### config.mk
export PLATFORM = sky130hd
export DESIGN_NAME = alp_seq_unit_flat
export DESIGN_NICKNAME = d
export VERILOG_FILES = /design/src/rtl/alp_seq_if.sv /design/src/rtl/alp_seq_unit.sv /design/src/flat_wrapper.sv
export SDC_FILE = /design/constraint.sdc
export NUM_CORES = 1
export LEC_CHECK = 0
export BUFFER_PORTS_ARGS = -buffer_cell sky130_fd_sc_hd__buf_2
export CAP_MARGIN = 15
export CORE_ASPECT_RATIO = 0.7
export CORE_UTILIZATION = 56
export DETAILED_ROUTE_END_ITERATION = 7
export PLACE_DENSITY = 0.78
export SLEW_MARGIN = 10
export SYNTH_ARGS = -nofsm -noshare
export SYNTH_HDL_FRONTEND = slang
export SYNTH_SLANG_ARGS = --single-unit
### constraint.sdc
create_clock -name CLK -period 3.06 [get_ports CLK]
set_input_delay 0.153 -clock CLK [delete_from_list [all_inputs] [get_ports CLK]]
set_output_delay 0.153 -clock CLK [all_outputs]
set_load 0.02 [all_outputs]
### src/rtl/alp_seq_if.sv
// ---------------------------------------------------------------------------
// alp_seq_if
// Bus between an operand source / result sink and alp_seq_unit.
// Optional feature macro: ALP_ABORT_EN (adds the ABORT request line).
//
// Signals (master = requester, slave = alp_seq_unit):
//   START    request, sampled by the unit only in IDLE or DONE
//   OP[2:0]  000 ADD 001 SUB 010 MUL 011 DIV 100 AND 101 OR 110 XOR 111 PASSB
//   A, B     W-bit two's complement operands
//   ABORT    (ALP_ABORT_EN only) cancel a MUL/DIV in progress
//   RES_LO   result low / quotient
//   RES_HI   product high / remainder / zero
//   BUSY     operation in progress
//   DONE     one-cycle completion strobe
//   NFLAG, ZFLAG, OVF, ERR  result status
// ---------------------------------------------------------------------------
interface alp_seq_if #(
    parameter int W = 8
);
    logic         START;
    logic [2:0]   OP;
    logic [W-1:0] A;
    logic [W-1:0] B;
`ifdef ALP_ABORT_EN
    logic         ABORT;
`endif
    logic [W-1:0] RES_LO;
    logic [W-1:0] RES_HI;
    logic         BUSY;
    logic         DONE;
    logic         NFLAG;
    logic         ZFLAG;
    logic         OVF;
    logic         ERR;

    modport master (
`ifdef ALP_ABORT_EN
        output ABORT,
`endif
        output START, OP, A, B,
        input  RES_LO, RES_HI, BUSY, DONE, NFLAG, ZFLAG, OVF, ERR
    );

    modport slave (
`ifdef ALP_ABORT_EN
        input  ABORT,
`endif
        input  START, OP, A, B,
        output RES_LO, RES_HI, BUSY, DONE, NFLAG, ZFLAG, OVF, ERR
    );
endinterface

### src/rtl/alp_seq_unit.sv
// ---------------------------------------------------------------------------
// alp_seq_unit
// Multi-cycle W-bit arithmetic/logic unit: single-cycle ADD/SUB/logic,
// radix-2 Booth signed multiply (W iterations) and signed restoring divide
// (W iterations on magnitudes plus one sign fix-up cycle).
// Optional feature macro: ALP_ABORT_EN (ABORT cancels MUL/DIV/FIX).
//
// Ports:
//   CLK   rising-edge clock
//   CLR   asynchronous active-high reset (state IDLE, all outputs 0)
//   bus   alp_seq_if slave modport: START/OP/A/B in, results and flags out
// ---------------------------------------------------------------------------
module alp_seq_unit #(
    parameter int W = 8
) (
    input  logic       CLK,
    input  logic       CLR,
    alp_seq_if.slave   bus
);
    localparam int CW = $clog2(W + 1);

    localparam logic [2:0] OP_ADD   = 3'b000;
    localparam logic [2:0] OP_SUB   = 3'b001;
    localparam logic [2:0] OP_MUL   = 3'b010;
    localparam logic [2:0] OP_DIV   = 3'b011;
    localparam logic [2:0] OP_AND   = 3'b100;
    localparam logic [2:0] OP_OR    = 3'b101;
    localparam logic [2:0] OP_XOR   = 3'b110;

    localparam logic [W-1:0] MIN_V = {1'b1, {(W-1){1'b0}}};

    typedef enum logic [2:0] {
        S_IDLE, S_EXEC, S_MUL, S_DIV, S_FIX, S_DONE
    } state_t;

    state_t              state_q;
    logic [CW-1:0]       cnt_q;
    logic [2:0]          op_q;
    logic signed [W-1:0] a_q;
    logic signed [W-1:0] b_q;
    // MUL: Booth accumulator; DIV: partial remainder (top bit unused there)
    logic signed [W:0]   acc_q;
    // MUL: multiplier shifting out; DIV: dividend magnitude -> quotient
    logic [W-1:0]        q_q;
    logic                qm1_q;

    logic [W-1:0]        res_lo_q;
    logic [W-1:0]        res_hi_q;
    logic                busy_q;
    logic                done_q;
    logic                n_q;
    logic                z_q;
    logic                ovf_q;
    logic                err_q;

    function automatic logic [W-1:0] f_neg(input logic [W-1:0] x);
        return ~x + 1'b1;
    endfunction

    // Magnitude as unsigned, so -2^(W-1) maps to 2^(W-1) without loss
    function automatic logic [W-1:0] f_abs(input logic [W-1:0] x);
        return x[W-1] ? f_neg(x) : x;
    endfunction

    // Signed overflow of x + y given the wrapped sum s
    function automatic logic f_add_ovf(input logic [W-1:0] x,
                                       input logic [W-1:0] y,
                                       input logic [W-1:0] s);
        return (x[W-1] == y[W-1]) && (s[W-1] != x[W-1]);
    endfunction

    logic signed [W:0]   m_ext;
    logic signed [W:0]   booth_sum;
    logic signed [W:0]   booth_acc_d;
    logic [W-1:0]        booth_q_d;
    logic [W-1:0]        dvs_mag;
    logic [W:0]          div_shift;
    logic [W:0]          div_rem_d;
    logic [W-1:0]        div_q_d;
    logic [W-1:0]        exec_lo_d;
    logic                exec_ovf_d;
    logic [W-1:0]        quot_d;
    logic [W-1:0]        rem_d;
    logic                div_ovf_d;
    logic                last_iter;

    always_comb begin
        // Booth step: add/subtract multiplicand, then arithmetic shift of
        // {ACC,Q,Q-1}; ACC is one bit wider so -2^(W-1) survives negation.
        m_ext     = {a_q[W-1], a_q};
        booth_sum = acc_q;
        case ({q_q[0], qm1_q})
            2'b01:   booth_sum = acc_q + m_ext;
            2'b10:   booth_sum = acc_q - m_ext;
            default: booth_sum = acc_q;
        endcase
        booth_acc_d = booth_sum >>> 1;
        booth_q_d   = {booth_sum[0], q_q[W-1:1]};

        // Restoring step: shift next dividend bit into the remainder and
        // subtract the divisor only if it fits.
        dvs_mag   = f_abs(b_q);
        div_shift = {acc_q[W-1:0], q_q[W-1]};
        if (div_shift >= {1'b0, dvs_mag}) begin
            div_rem_d = div_shift - {1'b0, dvs_mag};
            div_q_d   = {q_q[W-2:0], 1'b1};
        end else begin
            div_rem_d = div_shift;
            div_q_d   = {q_q[W-2:0], 1'b0};
        end

        // Single-cycle ops; the fall-through value doubles as the
        // divide-by-zero quotient.
        exec_ovf_d = 1'b0;
        case (op_q)
            OP_ADD: begin
                exec_lo_d  = a_q + b_q;
                exec_ovf_d = f_add_ovf(a_q, b_q, exec_lo_d);
            end
            OP_SUB: begin
                exec_lo_d  = a_q - b_q;
                exec_ovf_d = f_add_ovf(a_q, ~b_q, exec_lo_d);
            end
            OP_AND:  exec_lo_d = a_q & b_q;
            OP_OR:   exec_lo_d = a_q | b_q;
            OP_XOR:  exec_lo_d = a_q ^ b_q;
            OP_MUL,
            OP_DIV:  exec_lo_d = '1;
            default: exec_lo_d = b_q;
        endcase

        // Sign fix-up: quotient truncates toward zero, remainder follows A
        quot_d    = (a_q[W-1] ^ b_q[W-1]) ? f_neg(q_q) : q_q;
        rem_d     = a_q[W-1] ? f_neg(acc_q[W-1:0]) : acc_q[W-1:0];
        div_ovf_d = (a_q == MIN_V) && (b_q == {W{1'b1}});
        last_iter = (cnt_q == CW'(W - 1));
    end

    always_ff @(posedge CLK or posedge CLR) begin
        if (CLR) begin
            state_q  <= S_IDLE;
            cnt_q    <= '0;
            op_q     <= '0;
            a_q      <= '0;
            b_q      <= '0;
            acc_q    <= '0;
            q_q      <= '0;
            qm1_q    <= 1'b0;
            res_lo_q <= '0;
            res_hi_q <= '0;
            busy_q   <= 1'b0;
            done_q   <= 1'b0;
            n_q      <= 1'b0;
            z_q      <= 1'b0;
            ovf_q    <= 1'b0;
            err_q    <= 1'b0;
        end else begin
            case (state_q)
                S_IDLE, S_DONE: begin
                    done_q  <= 1'b0;
                    state_q <= S_IDLE;
                    if (bus.START) begin
                        op_q   <= bus.OP;
                        a_q    <= bus.A;
                        b_q    <= bus.B;
                        cnt_q  <= '0;
                        acc_q  <= '0;
                        qm1_q  <= 1'b0;
                        ovf_q  <= 1'b0;
                        err_q  <= 1'b0;
                        busy_q <= 1'b1;
                        case (bus.OP)
                            OP_MUL: begin
                                state_q <= S_MUL;
                                q_q     <= bus.B;
                            end
                            OP_DIV: begin
                                if (bus.B != '0) begin
                                    state_q <= S_DIV;
                                    q_q     <= f_abs(bus.A);
                                end else begin
                                    state_q <= S_EXEC;
                                end
                            end
                            default: state_q <= S_EXEC;
                        endcase
                    end
                end

                S_EXEC: begin
                    state_q <= S_DONE;
                    busy_q  <= 1'b0;
                    done_q  <= 1'b1;
                    if (op_q == OP_DIV) begin
                        // only a zero divisor reaches EXEC as DIV
                        res_lo_q <= '1;
                        res_hi_q <= a_q;
                        n_q      <= 1'b1;
                        z_q      <= 1'b0;
                        err_q    <= 1'b1;
                    end else begin
                        res_lo_q <= exec_lo_d;
                        res_hi_q <= '0;
                        n_q      <= exec_lo_d[W-1];
                        z_q      <= (exec_lo_d == '0);
                        ovf_q    <= exec_ovf_d;
                    end
                end

                S_MUL: begin
`ifdef ALP_ABORT_EN
                    if (bus.ABORT) begin
                        state_q <= S_IDLE;
                        busy_q  <= 1'b0;
                    end else
`endif
                    begin
                        acc_q <= booth_acc_d;
                        q_q   <= booth_q_d;
                        qm1_q <= q_q[0];
                        cnt_q <= cnt_q + 1'b1;
                        if (last_iter) begin
                            state_q  <= S_DONE;
                            busy_q   <= 1'b0;
                            done_q   <= 1'b1;
                            res_hi_q <= booth_acc_d[W-1:0];
                            res_lo_q <= booth_q_d;
                            n_q      <= booth_acc_d[W-1];
                            z_q      <= ({booth_acc_d[W-1:0], booth_q_d} == '0);
                        end
                    end
                end

                S_DIV: begin
`ifdef ALP_ABORT_EN
                    if (bus.ABORT) begin
                        state_q <= S_IDLE;
                        busy_q  <= 1'b0;
                    end else
`endif
                    begin
                        acc_q <= $signed(div_rem_d);
                        q_q   <= div_q_d;
                        cnt_q <= cnt_q + 1'b1;
                        if (last_iter) begin
                            state_q <= S_FIX;
                        end
                    end
                end

                S_FIX: begin
`ifdef ALP_ABORT_EN
                    if (bus.ABORT) begin
                        state_q <= S_IDLE;
                        busy_q  <= 1'b0;
                    end else
`endif
                    begin
                        state_q <= S_DONE;
                        busy_q  <= 1'b0;
                        done_q  <= 1'b1;
                        if (div_ovf_d) begin
                            res_lo_q <= MIN_V;
                            res_hi_q <= '0;
                            n_q      <= 1'b1;
                            z_q      <= 1'b0;
                            ovf_q    <= 1'b1;
                        end else begin
                            res_lo_q <= quot_d;
                            res_hi_q <= rem_d;
                            n_q      <= quot_d[W-1];
                            z_q      <= (quot_d == '0);
                        end
                    end
                end

                default: begin
                    state_q <= S_IDLE;
                    busy_q  <= 1'b0;
                    done_q  <= 1'b0;
                end
            endcase
        end
    end

    assign bus.RES_LO = res_lo_q;
    assign bus.RES_HI = res_hi_q;
    assign bus.BUSY   = busy_q;
    assign bus.DONE   = done_q;
    assign bus.NFLAG  = n_q;
    assign bus.ZFLAG  = z_q;
    assign bus.OVF    = ovf_q;
    assign bus.ERR    = err_q;

endmodule
### src/flat_wrapper.sv
// flat-port wrapper written by rule: the top's interface ports become plain ports
module alp_seq_unit_flat 
#(
    parameter int W = 8
)
  (CLK, CLR, bus_START, bus_OP, bus_A, bus_B, bus_RES_LO, bus_RES_HI, bus_BUSY, bus_DONE, bus_NFLAG, bus_ZFLAG, bus_OVF, bus_ERR);
  alp_seq_if #(.W(W)) bus_i ();
  input  logic CLK;
  input  logic CLR;
  input wire logic [$bits(bus_i.START)-1:0] bus_START;
  input wire logic [$bits(bus_i.OP)-1:0] bus_OP;
  input wire logic [$bits(bus_i.A)-1:0] bus_A;
  input wire logic [$bits(bus_i.B)-1:0] bus_B;
  output wire logic [$bits(bus_i.RES_LO)-1:0] bus_RES_LO;
  output wire logic [$bits(bus_i.RES_HI)-1:0] bus_RES_HI;
  output wire logic [$bits(bus_i.BUSY)-1:0] bus_BUSY;
  output wire logic [$bits(bus_i.DONE)-1:0] bus_DONE;
  output wire logic [$bits(bus_i.NFLAG)-1:0] bus_NFLAG;
  output wire logic [$bits(bus_i.ZFLAG)-1:0] bus_ZFLAG;
  output wire logic [$bits(bus_i.OVF)-1:0] bus_OVF;
  output wire logic [$bits(bus_i.ERR)-1:0] bus_ERR;
  assign bus_i.START = bus_START;
  assign bus_i.OP = bus_OP;
  assign bus_i.A = bus_A;
  assign bus_i.B = bus_B;
  assign bus_RES_LO = bus_i.RES_LO;
  assign bus_RES_HI = bus_i.RES_HI;
  assign bus_BUSY = bus_i.BUSY;
  assign bus_DONE = bus_i.DONE;
  assign bus_NFLAG = bus_i.NFLAG;
  assign bus_ZFLAG = bus_i.ZFLAG;
  assign bus_OVF = bus_i.OVF;
  assign bus_ERR = bus_i.ERR;
  alp_seq_unit #(.W(W)) u_core (.CLK(CLK), .CLR(CLR), .bus(bus_i));
endmodule
Word-level counts from Yosys, hierarchy flattened

Index checks and enable logic that the tools add are counted.

Register bits: 66
Output and inout bits: 22
Word-level logic and storage cells: 148

$add $sub $neg: 10
Order comparisons: 1
Equality and inequality tests: 30
Mux-type cells: 51
Bitwise operators: 10
Reductions and logical operators: 30

Operators by type and width:

| operator                                                        | count |
|---|---|
| 8-bit two-way mux                                               | 12 |
| 8-bit case mux with 3 select lines                              | 3 |
| 8-bit case mux with 6 select lines                              | 1 |
| 8-bit inverter                                                  | 5 |
| 8-bit by 1-bit adder with 8-bit output, second input constant   | 4 |
| 9-bit case mux with 3 select lines                              | 1 |
| 3-bit by 2-bit == test with 1-bit output, second input constant | 6 |
| 9-bit two-way mux                                               | 2 |
| 9-bit case mux with 2 select lines                              | 1 |
| 9-bit by 8-bit subtractor with 9-bit output                     | 2 |
| 8-bit == test, second input constant                            | 2 |
| 16-bit logical NOT                                              | 1 |
| 8-bit logical NOT                                               | 2 |
| 8-bit case mux with 2 select lines                              | 1 |
| 3-bit == test, second input constant                            | 5 |
| 1-bit case mux with 3 select lines                              | 5 |
| 1-bit two-way mux                                               | 14 |
| 2-bit AND reduction                                             | 7 |
| 3-bit case mux with 4 select lines                              | 1 |
| 9-bit by 8-bit adder with 9-bit output                          | 1 |
| 9-bit by 8-bit >= comparator with 1-bit output                  | 1 |
| 3-bit two-way mux                                               | 3 |
| 3-bit nonzero test                                              | 3 |
| 8-bit adder                                                     | 1 |
| other kinds (29)                                                | 48 |

Longest topological paths before layout

Gate-level depths: netlist of run 1.

Depth after elaboration: 7
Mapped depth: 14
Depth with buffers taken out: 13

Worst setup path before layout of run 1

Ideal clock, no wire load.

Kind: register to register
From: register u_core.a_q[1]
To: register u_core.res_hi_q[7], in the netlist u_core.bus.RES_HI[7]
Setup time: 88 ps
Arrival: 2977 ps
Data required time: 2972 ps
Path slack: -5 ps
Cell stages (with the launch flop): 13
Cells stage by stage: dfrtp_1 > inv_1 > ha_1 > nor4b_2 > a21oi_1 > xnor2_1 > ha_1 > or3_1 > o211a_1 > or4b_1 > nand3_1 > nand2_1 > a41oi_1

Longest elaborated chain between the ends: 4
Elaborated cells between the ends (all ways): 8
Classes of those cells: 2 x add/sub; 1 x eq/ne; 4 x mux; 1 x reduce/logical

RTL lines:

| element                                                                        | line                                     | RTL |
|---|---|---|
| from (decl)                                                                    | alp_seq_unit.sv:39                       | `logic signed [W-1:0] a_q;` |
| from (signal assigned)                                                         | alp_seq_unit.sv:164                      | `a_q <= bus.A;` |
| 9-bit by 8-bit subtractor with 9-bit output (tied with other cells)            | alp_seq_unit.sv:94                       | `2'b10: booth_sum = acc_q - m_ext;` |
| 9-bit case mux with 2 select lines / 1-bit logical AND (equally long branches) | alp_seq_unit.sv:92, alp_seq_unit.sv:135  |  |
| 8-bit two-way mux (on tied branches)                                           | alp_seq_unit.sv:222, alp_seq_unit.sv:262 |  |
| 8-bit case mux with 3 select lines (*)                                         | alp_seq_unit.sv:158                      | `case (state_q)` |
| to (signal assigned)                                                           | alp_seq_unit.sv:197                      | `res_hi_q <= a_q;` |
| to (signal assigned)                                                           | alp_seq_unit.sv:226                      | `res_hi_q <= booth_acc_d[W-1:0];` |
| to (signal assigned)                                                           | alp_seq_unit.sv:270                      | `res_hi_q <= rem_d;` |
| to (decl)                                                                      | alp_seq_unit.sv:48                       | `logic [W-1:0] res_hi_q;` |

Every way passes the cells marked *; elsewhere a longest branch is shown, timed or not. The select of a mux whose other input is x is not followed.
A chain may end at the register's enable or synchronous reset.

Final worst setup path of run 1

From: register u_core.a_q[0]
To: register u_core.z_q, in the netlist u_core.bus.ZFLAG

Longest elaborated chain between the ends: 5
Elaborated cells between the ends (all ways): 17
Classes of those cells: 4 x add/sub; 1 x eq/ne; 6 x mux; 3 x bitwise; 3 x reduce/logical

RTL lines:

| element                                                                                         | line                                     | RTL |
|---|---|---|
| 9-bit by 8-bit subtractor with 9-bit output (tied with other cells)                             | alp_seq_unit.sv:94                       |  |
| 9-bit case mux with 2 select lines / 8-bit case mux with 6 select lines (equally long branches) | alp_seq_unit.sv:92, alp_seq_unit.sv:115  |  |
| 16-bit logical NOT / 8-bit logical NOT (equally long branches)                                  | alp_seq_unit.sv:229, alp_seq_unit.sv:205 |  |
| 1-bit two-way mux (on tied branches)                                                            | alp_seq_unit.sv:222, alp_seq_unit.sv:194 |  |
| 1-bit case mux with 3 select lines (*)                                                          | alp_seq_unit.sv:158                      |  |
| to (signal assigned)                                                                            | alp_seq_unit.sv:205                      | `z_q <= (exec_lo_d == '0);` |
| to (signal assigned)                                                                            | alp_seq_unit.sv:229                      | `z_q <= ({booth_acc_d[W-1:0], booth_q_d} == '0);` |
| to (signal assigned)                                                                            | alp_seq_unit.sv:272                      | `z_q <= (quot_d == '0);` |
| to (decl)                                                                                       | alp_seq_unit.sv:52                       | `logic z_q;` |

Marked as above.

==> impl_metrics.ini, run 1 <==
[run_status]
status = complete, but fails checks
violations = setup timing

[floorplan]
fp.dieH_microns = 91.0
initial_core_util_pct = 57.6
die_area_sq_um = 11800
die_x_microns = 129
placementRows = 32
area_of_the_core_sq_um = 11000
ioPinCount = 44

[clock_tree]
clock-root-buffer = sky130_fd_sc_hd__clkbuf_16
worst_skew_pair.late_latency_ns = 0.34
cts.reportedPaths.clkPinSlew_ns = 0.06
cts_hold_buf = 0
clk_path_buf_depth = 2
cts.sink_count = 66
cts_tree = yes
cts_made_buffers = 9
cts-htree-levels = 3

[global_routing]
antenna_found_initial = 0
grtUsageMet3_pct = 12.1
global_routing_met2_resource_utilization_pct = 55.4
grt_remaining_overflow = 0
grt_first_pass_wirelength_microns = 34100
grt.total_usage_pct = 38.4
largest_net_degree_at_the_start_of_global_routing = 67
busiest_layer_in_global_routing = met2
grt_pass1_vias = 6152
use_met1_pct = 54.6

[place]
port_buffers = 43
place_hpwl_microns = 16700
gp_routability_congestion = 0.992
placement_stage_cell_area_sq_um = 7000

[synthesis]
share_of_flip_flops_with_an_asynchronous_set_or_reset_pct = 100
synth.yosys.warnings = 0
synth-edff-count = 0
synth.lib_cells_used.distinct = 78
synth_nets = 856
synth-seq-cells = 66
ys_seq_area_share_pct = 26.0
synthCells = 782
syn_avg_cell_area_sq_um = 8.11
dominantRegCellSynth = sky130_fd_sc_hd__dfrtp_1
post_synthesis_instance_area_sq_um = 6340

[critical_path]
critPathTopFamily = simple AND/OR/NAND/NOR gates
ff2ff_setup_slack_ns = -0.05
crit_arrival_ns = 3.34
rr_worst_depth = 12
crit_path_cell_trace = inv_2, buf_4, ha_2, inv_1, fa_1, nor3b_1, o311ai_1, nand4_1, o311ai_1, o21ai_1, or4_1, o32ai_2
worstSetupStartpointType = flop
cp_max_fo = 4
path_buf_inv = 3
critPathMaxStageDelay_ns = 0.57
critPathRequiredTime_ns = 3.30
critical_path.reg2reg.startpoint = u_core.a_q[0]
crit_path_frequent_cell = sky130_fd_sc_hd__o311ai_1
slowest_stage = sky130_fd_sc_hd__or4_1
path_class = flop to flop
rr_endpoint = u_core.bus.ZFLAG
critical_path.endpoint_type = flop

[min_path]
min-delay-start = bus_OP[1]
worst_hold_path.endpoint = u_core.op_q[1]
whs_path_depth = 3
hold_path.class = primary input to flop

[routing]
vias = 6692
detail_route.drc_violations = 0
first_iter_violations = 762
postRouteWirelength_microns = 22100
avgRoutedWirePerCell_microns = 21.8
dr.pass1.iters = 6
vias_per_cell = 6.61
ant_nets = 0

[layout]
drive_above_1_share_pct = 20.8
number_of_fill_cells_in_the_layout = 904
diodes = 0
areaGrowthSynthToFinish_pct = 18.5
final_nets = 928
finish.instance_area_sq_um = 7510
final_core_util_pct = 68.2

[sta]
timing.clock.skew_ns = 0.00572
slew_viol_final = 0
worst_pin_slew_ns = 0.943
achievable-frequency_mhz = 322
final.hold.worst_slack_ns = 0.0510
setup_viol = 1
grt_setup_unrepaired = true
setup_tns_ns = -0.0455
final.setup.worst_slack_ns = -0.0455
hold_viol_final = 0
max_slew_margin_pct = 36.3
post-route-min-period_ns = 3.11
min_period_over_period_pct = 101

[job]
cap_violations = 0
[metrics by stage]
step	std cells	worst slack, ns
6_report	1012	-0.0455
3_5_place_dp	991	-0.0278
2_1_floorplan	782	0.0395
5_1_grt	1012	-0.153
4_1_cts	1007	0.0162
3_3_place_gp	991	0.0445
[cells in the final DEF, fill, tap and decap left out, types with 5 or more instances in the layout]
cell type / synthesis / final
sky130_fd_sc_hd__nand2_1: 69 / 68
sky130_fd_sc_hd__dfrtp_1: 66 / 66
sky130_fd_sc_hd__buf_4: 0 / 61
sky130_fd_sc_hd__nor2_1: 61 / 60
sky130_fd_sc_hd__o21ai_0: 56 / 55
sky130_fd_sc_hd__ha_1: 48 / 43
sky130_fd_sc_hd__buf_2: 6 / 43
sky130_fd_sc_hd__inv_1: 49 / 41
sky130_fd_sc_hd__a21oi_1: 39 / 37
sky130_fd_sc_hd__xnor2_1: 31 / 31
sky130_fd_sc_hd__nand3_1: 25 / 24
sky130_fd_sc_hd__o211ai_1: 18 / 18
sky130_fd_sc_hd__nor3_1: 18 / 17
sky130_fd_sc_hd__nand2b_1: 16 / 16
sky130_fd_sc_hd__mux2i_1: 16 / 16
sky130_fd_sc_hd__nor2b_1: 15 / 13
sky130_fd_sc_hd__a31oi_1: 14 / 13
sky130_fd_sc_hd__o31ai_1: 13 / 12
sky130_fd_sc_hd__xor2_1: 10 / 10
sky130_fd_sc_hd__inv_2: 1 / 9
sky130_fd_sc_hd__mux2_2: 10 / 9
sky130_fd_sc_hd__o21a_1: 9 / 9
sky130_fd_sc_hd__nand4_1: 9 / 9
sky130_fd_sc_hd__clkbuf_16: 0 / 9
sky130_fd_sc_hd__or2_2: 8 / 8
sky130_fd_sc_hd__o31a_1: 7 / 7
sky130_fd_sc_hd__nor3b_1: 6 / 6
sky130_fd_sc_hd__a21o_1: 6 / 6
sky130_fd_sc_hd__nor4_1: 7 / 6
sky130_fd_sc_hd__or3_1: 7 / 6
sky130_fd_sc_hd__a22oi_1: 6 / 6
sky130_fd_sc_hd__o22ai_1: 6 / 5
sky130_fd_sc_hd__a211oi_1: 6 / 5
sky130_fd_sc_hd__a222oi_1: 5 / 5
[worst min-delay path, stage by stage]
cell and delay (ns):
sky130_fd_sc_hd__buf_2 0.11, sky130_fd_sc_hd__nand2_1 0.05, sky130_fd_sc_hd__nand2_1 0.05
[worst max path at each step]
stage	from	to	slack, ns	cells past startpoint
final	u_core.a_q[0]	u_core.bus.ZFLAG	-0.05	12
after global routing	u_core.a_q[0]	u_core.bus.ZFLAG	-0.15	14
after CTS	u_core.q_q[0]	u_core.bus.ZFLAG	0.02	12
after detailed placement	u_core.b_q[0]	u_core.acc_q[0]	-0.03	14
after global placement	u_core.q_q[0]	u_core.bus.ZFLAG	0.04	12
after floorplan	u_core.b_q[1]	u_core.acc_q[0]	0.04	13
[state kept, by name, indices dropped and copies added (netlist names), 3 cells and up]
name	cells
u_core.acc_q	9
u_core.a_q	8
u_core.b_q	8
u_core.bus.RES_HI	8
u_core.bus.RES_LO	8
u_core.q_q	8
u_core.cnt_q	4
u_core.op_q	3
u_core.state_q	3
[kinds of logic after synthesis]
group | after synthesis | synth area share (%)
AOI/OAI and AO/OA | 229 | 24.3
xor gates and xnor gates | 41 | 5.66
adders and majority gates | 52 | 10.7
buffers and inverters | 95 | 5.88
DFF | 66 | 26.0
muxes | 30 | 5.78
and+or+nand+nor | 269 | 21.6
[cells in the mapped netlist, drive strengths merged, types with 7 or more instances]
master | n | area (sq um)
nand2 | 69 | 259
mux2 | 10 | 113
dfrtp | 66 | 1650
nor2 | 61 | 229
nand3 | 25 | 125
o31a | 7 | 61.3
mux2i | 16 | 160
clkbuf | 35 | 133
or3 | 7 | 43.8
nand4 | 9 | 56.3
inv | 50 | 188
nor2b | 15 | 93.8
nor3 | 18 | 90.1
buf | 9 | 48.8
o31ai | 13 | 97.6
o21ai | 61 | 305
xnor2 | 31 | 272
nor4 | 7 | 43.8
o21a | 9 | 67.6
a31oi | 14 | 87.6
nand2b | 16 | 100
ha | 48 | 601
xor2 | 10 | 87.6
o211ai | 18 | 135
a21oi | 39 | 195
or2 | 10 | 62.6
[area by class of cell]
cell class | instances | area, sq um | area share, %
inverter | 51 | 191 | 2.55
clock inverter | 7 | 100 | 1.33
clock buffer | 9 | 225 | 3.00
sequential | 66 | 1650 | 22.0
tap | 153 | 191 | 2.55
timing repair buffer | 105 | 684 | 9.11
multi-input combinational | 621 | 4470 | 59.5
[metal layers]
layer  wire, microns  up-vias
met5               0        -
met4             521        0
met3            2770       61
met2            9260      439
met1            9540     3177
li1                -     3015
[timing repair]
item | 4_1_cts | 5_1_grt
gates cloned | 0 | 1
endpoints found under the setup margin | 2 | 15
resized for setup | 4 | 37
setup buffers | 0 | 4
hold endpoints to repair | 0 | 0
pin swaps | 0 | 15
Power of run 1 is left out: the tool's default activity adds up to more than one toggle a clock period on the data nets, which glitch-free logic cannot reach.
==> run 2: changes to the inputs <==
--- a/config.mk
+++ b/config.mk
@@ -5,9 +5,11 @@
 export SDC_FILE = /design/constraint.sdc
 export NUM_CORES = 1
 export LEC_CHECK = 0
+export ABC_AREA = 1
 export BUFFER_PORTS_ARGS = -buffer_cell sky130_fd_sc_hd__buf_2
 export CAP_MARGIN = 15
 export CORE_ASPECT_RATIO = 0.7
+export CORE_MARGIN = 2
 export CORE_UTILIZATION = 56
 export DETAILED_ROUTE_END_ITERATION = 7
 export PLACE_DENSITY = 0.78
==> impl_metrics.ini, run 2 <==
[routing]
vias_per_cell = 5.78
first_iter_violations = 743
dr.pass1.iters = 6
vias = 6799
avgRoutedWirePerCell_microns = 17.3
detail_route.drc_violations = 0
postRouteWirelength_microns = 20400
ant_nets = 0

[synthesis]
synth-seq-cells = 66
yosys_top_cell_area_share_pct = 26.2
syn_avg_cell_area_sq_um = 6.49
post_synth_main_area_contributors = sky130_fd_sc_hd__dfrtp_1 (26%), sky130_fd_sc_hd__nand2_1 (15%), sky130_fd_sc_hd__ha_1 (9.5%)
synth-edff-count = 0
synthCells = 970
synth.lib_cells_used.distinct = 47
ys_seq_area_share_pct = 26.2
dominantRegCellSynth = sky130_fd_sc_hd__dfrtp_1
share_of_flip_flops_with_an_asynchronous_set_or_reset_pct = 100
synth_nets = 1044
synth.largest_area_cell = sky130_fd_sc_hd__dfrtp_1
synth.yosys.warnings = 0
synth_common_cells = sky130_fd_sc_hd__nand2_1 (258), sky130_fd_sc_hd__inv_1 (130), sky130_fd_sc_hd__nor2_1 (101)
post_synthesis_instance_area_sq_um = 6290
synth.most_common_cell = sky130_fd_sc_hd__nand2_1

[global_routing]
antenna_found_initial = 0
grt_remaining_overflow = 0
grt_first_pass_wirelength_microns = 32100
grt_pass1_vias = 5928
grt.total_usage_pct = 35.1
largest_net_degree_at_the_start_of_global_routing = 39

[clock_tree]
cts.sink_count = 66
clock-root-buffer = sky130_fd_sc_hd__clkbuf_16
cts.reportedPaths.clkPinSlew_ns = 0.06
clk_path_buf_depth = 2
cts_made_buffers = 9
cts_tree = yes
cts-htree-levels = 3
worst_skew_pair.late_latency_ns = 0.34

[critical_path]
critical_path.reg2reg.startpoint = u_core.a_q[0]
critPathRequiredTime_ns = 3.25
rr_worst_depth = 13
path_class = flop to flop
crit_path_cell_trace = inv_2, buf_4, ha_1, inv_1, fa_1, inv_1, nand2_1, nand2_1, nor2_1, a21oi_1, nand3_1, a221oi_1, o21ai_0
critPathMaxStageDelay_ns = 0.56
path_buf_inv = 4
rr_endpoint = u_core.bus.RES_LO[2]
slowest_stage = sky130_fd_sc_hd__a221oi_1
critical_path.endpoint_type = flop
ff2ff_setup_slack_ns = 0.13
worstSetupStartpointType = flop
cp_max_fo = 4
crit_arrival_ns = 3.12
critPathTopFamily = compound AO/OA/AOI/OAI gates

[sta]
min_period_over_period_pct = 95.6
worst_pin_slew_ns = 0.637
timing.clock.skew_ns = 0.0120
setup_tns_ns = 0
setup_viol = 0
grt_setup_unrepaired = false
hold_viol_final = 0
achievable-frequency_mhz = 342
max_slew_margin_pct = 57.1
post-route-min-period_ns = 2.93
slew_viol_final = 0

[min_path]
min-delay-start = bus_OP[1]
hold_path.class = primary input to flop
worst_hold_path.endpoint = u_core.op_q[1]
whs_path_depth = 3

[floorplan]
ioPinCount = 44
die_area_sq_um = 12100
fp.dieH_microns = 92.7
area_of_the_core_sq_um = 11000
initial_core_util_pct = 57.4
placementRows = 32
die_x_microns = 131

[layout]
drive_above_1_share_pct = 11.6
diodes = 0
most-common-layout-cells = sky130_fd_sc_hd__nand2_1 (257), sky130_fd_sc_hd__inv_1 (127), sky130_fd_sc_hd__nor2_1 (99)
top_register = u_core.acc_q
final_common_cell = sky130_fd_sc_hd__nand2_1
final_nets = 1093
areaGrowthSynthToFinish_pct = 12.1
largest_register_ff_count = 9

[place]
gp_routability_congestion = 1.03
place_hpwl_microns = 16000
port_buffers = 43

[run_status]
status = finished clean

[job]
cap_violations = 0
==> run 2: cell types whose count changed in the layout (fill, tap and decap cells not counted), sizes merged, moves of 23 or more <==
cell | before | now
buf | 105 | 61
o21ai | 61 | 84
inv | 52 | 141
nand2 | 69 | 263
nor2 | 61 | 107
xnor2 | 31 | 1
nand3 | 25 | 72
==> run 2: timing repair <==
| action | in CTS | in global routing |
|---|---|---|
| gates resized for setup | 0 | 11 |
| hold buffers | 1 | 0 |
| buffers inserted | 0 | 2 |
| endpoints found under the setup margin | 0 | 11 |
| hold endpoints to repair | 16 | 0 |
==> run 2: worst reg2reg max path, stage by stage, from the launching register on <==
cell                       delay, ns
sky130_fd_sc_hd__dfrtp_2        0.45
sky130_fd_sc_hd__inv_2          0.09
sky130_fd_sc_hd__buf_4          0.14
sky130_fd_sc_hd__ha_1           0.20
sky130_fd_sc_hd__inv_1          0.11
sky130_fd_sc_hd__fa_1           0.46
sky130_fd_sc_hd__inv_1          0.08
sky130_fd_sc_hd__nand2_1        0.05
sky130_fd_sc_hd__nand2_1        0.09
sky130_fd_sc_hd__nor2_1         0.04
sky130_fd_sc_hd__a21oi_1        0.18
sky130_fd_sc_hd__nand3_1        0.16
sky130_fd_sc_hd__a221oi_1       0.57
sky130_fd_sc_hd__o21ai_0        0.15
==> run 2: how the worst max path moves through the flow <==
stage / from / end / slack, ns / cells past startpoint
global placement: u_core.b_q[0] / u_core.acc_q[7] / 0.17 / 12
finish: u_core.a_q[0] / u_core.bus.RES_LO[2] / 0.13 / 13
detailed placement: u_core.a_q[0] / u_core.bus.NFLAG / 0.11 / 23
global route: u_core.a_q[0] / u_core.bus.ZFLAG / 0.02 / 23
CTS: u_core.a_q[0] / u_core.bus.NFLAG / 0.08 / 23
floorplan: u_core.b_q[1] / u_core.acc_q[2] / 0.41 / 17
==> run 2: cells by family (layout without fill, tap and decap cells) <==
family	count (synthesis)	count (layout)	synth area share, %
compound gates	176	176	15.6
xor+xnor	27	27	3.76
fa+ha+maj	52	52	10.8
buf+inv	166	220	10.7
flops	66	66	26.2
simple gates	483	483	32.9
==> run 2: stage by stage <==
step	util, %	instances	instance area, sq um	hold WS [ns]	setup slack [ns]
after floorplan	-	970	6290	0.274	0.411
after global routing	64.3	1177	7050	0.0388	0.0176
after CTS	63.8	1175	7000	0.0236	0.0790
final	64.3	1177	7050	0.0264	0.134
after detailed placement	60.9	1158	6690	0.166	0.107
after global placement	60.9	1158	6690	0.163	0.166
==> run 2: area by class of cell <==
cell class              instances  area (sq um)
multi-input cells             738          4010
clock buffers                  10           239
flip-flops and latches         66          1650
clock inverters                 6          65.1
inverters                     142           538
fillers                      1035          3920
repair buffers                 62           360
well taps                     153           191
==> run 2: metal layers <==
layer | share of wire (%) | wire length, microns | global-route usage, % | vias up
li1 | - | - | - | 3258
met5 | 0 | 0 | 0 | -
met3 | 13 | 2690 | 10.7 | 25
met2 | 39 | 7970 | 47.3 | 412
met4 | 1.7 | 343 | 7.80 | 0
met1 | 46 | 9350 | 54.3 | 3104
Power of run 2 is left out for the same reason.
